`src/rtl/lfsr_seed_loader.sv`:
```
// Seed-pattern generator: on a user request, runs a 16-bit Fibonacci LFSR for GRID_W
// cycles, shifts its output into the grid register, then pulses lfsr_load once.
//
// state | meaning
// IDLE  | waiting for a request; lfsr_rst reloads the LFSR with SEED
// SHIFT | one LFSR step and one grid shift per cycle, GRID_W cycles total
// DONE  | lfsr_load high for this single cycle; grid and LFSR hold
// WAIT  | request still held after DONE; wait for it to drop
module lfsr_seed_loader #(
   parameter int          GRID_W = 64,
   parameter logic [15:0] SEED   = 16'hACE1
) (
   input  logic              clk,
   input  logic              reset,
   input  logic              lfsr_rst,
   input  logic              en,
   input  logic              seed_req,
   output logic              lfsr_load,
   output logic              busy,
   output logic [GRID_W-1:0] grid,
   output logic [15:0]       lfsr_q
);

   localparam int                CNT_W    = $clog2(GRID_W);
   localparam logic [CNT_W-1:0]  CNT_LAST = CNT_W'(GRID_W - 1);

   typedef enum logic [1:0] {
      IDLE  = 2'd0,
      SHIFT = 2'd1,
      DONE  = 2'd2,
      WAIT  = 2'd3
   } state_t;

   state_t           state;
   logic [15:0]      q;
   logic [CNT_W-1:0] cnt;
   logic             fb;

   // taps for x^16+x^14+x^13+x^11+1 in right-shifting Fibonacci form
   assign fb     = q[0] ^ q[2] ^ q[3] ^ q[5];
   assign lfsr_q = q;

   always_ff @(posedge clk or posedge reset) begin
      if (reset) begin
         state     <= IDLE;
         q         <= SEED;
         grid      <= '0;
         cnt       <= '0;
         lfsr_load <= 1'b0;
         busy      <= 1'b0;
      end else begin
         case (state)
            IDLE: begin
               lfsr_load <= 1'b0;
               // reload has priority so a held request during reload starts from SEED
               if (lfsr_rst) begin
                  q <= SEED;
               end else if (seed_req && !en) begin
                  state <= SHIFT;
                  cnt   <= '0;
                  busy  <= 1'b1;
               end
            end
            SHIFT: begin
               q    <= {fb, q[15:1]};
               grid <= {grid[GRID_W-2:0], q[0]};
               cnt  <= cnt + 1'b1;
               busy <= 1'b1;
               if (cnt == CNT_LAST) begin
                  state     <= DONE;
                  lfsr_load <= 1'b1;
               end
            end
            DONE: begin
               lfsr_load <= 1'b0;
               if (seed_req) begin
                  state <= WAIT;
               end else begin
                  state <= IDLE;
                  busy  <= 1'b0;
               end
            end
            WAIT: begin
               lfsr_load <= 1'b0;
               if (!seed_req) begin
                  state <= IDLE;
                  busy  <= 1'b0;
               end
            end
            default: begin
               state     <= IDLE;
               lfsr_load <= 1'b0;
               busy      <= 1'b0;
            end
         endcase
      end
   end

   // a zero SEED locks the LFSR at zero, which this catches on the first clock
   a_lfsr_nonzero: assert property (@(posedge clk) disable iff (reset) q != 16'h0);

endmodule

```
`config.mk`:
```
export PLATFORM = sky130hd
export DESIGN_NAME = lfsr_seed_loader
export DESIGN_NICKNAME = d
export VERILOG_FILES = /design/src/rtl/lfsr_seed_loader.sv
export SDC_FILE = /design/constraint.sdc
export NUM_CORES = 1
export LEC_CHECK = 0
export ABC_AREA = 1
export BUFFER_PORTS_ARGS = -buffer_cell sky130_fd_sc_hd__buf_2
export CAP_MARGIN = 40
export CELL_PAD_IN_SITES_DETAIL_PLACEMENT = 1
export CELL_PAD_IN_SITES_GLOBAL_PLACEMENT = 2
export CORE_MARGIN = 2
export CORE_UTILIZATION = 32
export CTS_CLUSTER_SIZE = 30
export DETAILED_ROUTE_END_ITERATION = 8
export PLACE_DENSITY_LB_ADDON = 0.08
export SLEW_MARGIN = 20
export SYNTH_ARGS = -nofsm -noshare
export SYNTH_HDL_FRONTEND = slang
export SYNTH_SLANG_ARGS = --single-unit
export TNS_END_PERCENT = 1
```
`constraint.sdc`:
```
create_clock -name clk -period 3.1 [get_ports clk]
set_input_delay 0.465 -clock clk [delete_from_list [all_inputs] [get_ports clk]]
set_output_delay 0.465 -clock clk [all_outputs]
set_load 0.02 [all_outputs]
```
==> metrics.md <==
| Metric | Value |
|---|---|
| Worst-path clk slew | 0.10 ns |
| Setup bufs post-CTS | 0 |
| Total core area | 0.0108 mm^2 |
| CTS Root Cell | clkbuf_8 |
| Post-Place Cells | 590 |
| Drt first pass iters | 4 |
| Clock Skew | 0.00911 ns |
| Layout fillers | 1,297 |
| Clk Latency, worst-skew pair | 0.36 ns |
| Critical Path End Type | flop |
| Final hold slack | 0.112 ns |
| Post-synthesis instance total | 377 |
| XOR/XNOR Fraction of Synth Area | 0% |
| Nets@finish | 467 |
| Pin count of the biggest net entering global routing | 79 |
| Combinational family with the most area after synthesis | simple AND/OR/NAND/NOR gates |
| Via density | 4.48 |
| Leading cell types in the layout, fill and taps excluded | 106 x nand2_1, 86 x buf_2, 82 x dfrtp_1 |
| Syn_area_per_cell | 9.41 um^2 |
| CP max stage delay | 0.58 ns |
| Sequential fraction of the synthesis area | 63.8% |
| Number of CTS-inserted buffers | 9 |
| Post-synth EDFFs | 0 |
| Adder-Cell Fraction of Synth Area | 0.353% |
| Met3 Routed Length | 495 um |
| Vias in the first global route | 2,795 |
| Leading area contributor after synthesis | dfrtp_1 |
| Cell Count, Final, Fillers Out | 606 |
| Power per cell area | 935 mW/mm^2 |
| Critical path class | reg -> reg |
| Layout area overhead | 22.7% |
| Mapped Nets | 383 |
| Status | finished, final reports clean |
| Hold Crit Class | in -> async |
| Worst setup SP type | flop |
| PostCTS Resize Cnt | 0 |
| Crit path max-delay family | buffers and inverters |
| Slowest cell on crit path | buf_4 |
| Fin crit period | 1.72 ns |
| Synth Area in Compound Gates | 12.8% |
| Die Area | 0.0119 mm^2 |
| Total track usage | 15.0% |
| Share of post-route cells with drive strength above 1 | 25.3% |
| Period utilization | 55.5% |
| Main flop type after synthesis | dfrtp_1 |
| Arrival time at the worst endpoint | 2.00 ns |
| Area of the multi-input gates | 965 um^2 |
| Yosys warnings | 0 |
| Die Width | 109 um |
| Max VDD drop | 380 uV |
| RSZ-0062 raised after global routing | false |
| Critical Path Fanout Max | 78 |
| Top routing layer in use | met4 |
| Max-capacitance violation count | 0 |
| Die H | 109 um |
| Area of the mapped netlist | 0.00355 mm^2 |
| Share of Yosys cell area claimed by the top area cell type | 57.8% |
| CTS tree | yes |
| Area after DPL | 0.00411 mm^2 |
| Mux contribution to synthesized area | 0% |
| Final Power | 4070 uW |
| Endpoints failing hold | 0 |
| Slew HR | 52.5% |
| Clock Sinks | 90 |
| Async set or reset register ratio after synthesis | 100% |
| Critical path data required time | 3.38 ns |
| Fmax | 581 MHz |
| CP bufs+invs | 1 |
| # IOs | 87 |
| Metal1 wirelength | 3890 um |
| FF+latch count, synth | 90 |
| DR DRC count | 0 |
| Crit-path cells | nor2_4, buf_4, o21ai_0, a21boi_0 |
| DRT iter0 DRCs | 109 |
| # rows | 38 |
| Synth unique cells | 22 |
| Commonest non-fill, non-tap cell in the layout | nand2_1 |
| I/O Buffers | 86 |
| Post-DP HPWL | 5490 um |
| Leakage | 0.00228 uW |
| Total wire length | 8240 um |
| DR vias | 2,717 |
| Initial antenna violation count | 0 |
| ANT nets after route | 0 |
| Synth Area in Simple Gates | 14.0% |
| Routability congestion estimate | 0.700 |
| Synth top area cells | dfrtp_1 58%, nand2_1 11%, o21ai_0 7.1%, inv_1 6.2%, dfstp_2 5.9% |
| GR Overflow Total | 0 |
| Starting density of the core | 32.7% |
| Register area | 0.00226 mm^2 |
| Worst slew pin tran | 0.712 ns |
| Final Cell Area | 0.00435 mm^2 |
| Wire length on met2 | 3740 um |
| Final setup violation count | 0 |
| Count of pins over their slew limit | 0 |
| Setup TNS | 0 ns |
| First-pass GRT wire length | 13,700 um |
| CTS hold repair buffers | 0 |
| Htree depth | 3 |
| Buffer depth of the longest clock path | 2 |
| WL per Instance | 13.6 um |
| Number of inserted diodes | 0 |
path summary, 6_finish.rpt:
path / from / to / slack, ns / depth (start not counted)
worst min-delay path: reset / grid[44] / 0.11 / 2
max in group asynchronous: reset / lfsr_q[0] / 2.26 / 3
worst max register to register: state[1] / state[0] / 1.38 / 4
worst min register to register: grid[63] / grid[63] / 0.51 / 2
worst max-delay path: state[1] / state[0] / 1.38 / 4
min in group clk: seed_req / busy / 0.39 / 3
report_power, final:
group	internal, uW	switching, uW	total (uW)
logic	416	1030	1440
registers	1460	188	1650
clock network	544	436	980
total	2420	1650	4070
Yosys cell counts (all sizes together), types with 5 or more instances:
cell type and instances:
nand2 106, dfrtp 82, o21ai 66, inv 60
buf 11, nor2 10, dfstp 8, nand3 8
o22ai 8, a22oi 7, clkbuf 5
layout make-up:
type / instances / area share [%]
Tap cell: 140 / 4.02
Clock inverter: 7 / 2.84
Sequential cell: 90 / 52.0
Clock buffer: 9 / 2.84
Inverter: 60 / 5.20
Multi-Input combinational cell: 211 / 22.2
Timing Repair Buffer: 89 / 11.0
state kept, by name (all words and copies together) (netlist names):
| name | flops |
|---|---|
| busy | 1 |
| lfsr_load | 1 |
| state | 2 |
| grid | 64 |
| lfsr_q | 16 |
| cnt | 6 |
kinds of logic (layout without fill, tap and decap cells):
family	Yosys count	after routing
adders and majority gates	1	1
and+or+nand+nor	126	126
AOI/OAI and AO/OA	84	84
buffers and inverters	76	165
DFF	90	90
per-stage QoR:
stage / worst slack (ns) / util, %
after global routing: 1.08 / 40.2
final: 1.38 / 40.2
after global placement: 1.42 / 37.9
after floorplan: 0.313 / -
after detailed placement: 1.34 / 37.9
after CTS: 1.32 / 40.2
per-layer routing:
layer	vias up	global-route usage, %
li1	1344	-
met1	1304	19.5
met2	60	23.6
met3	9	4.45
met4	0	5.97
met5	-	0
worst reg2reg max path, stage by stage (launching register included):
cell      delay [ns]
dfrtp_1         0.46
nor2_4          0.14
buf_4           0.58
o21ai_0         0.27
a21boi_0        0.20
Power figures use the tool's default switching activity.
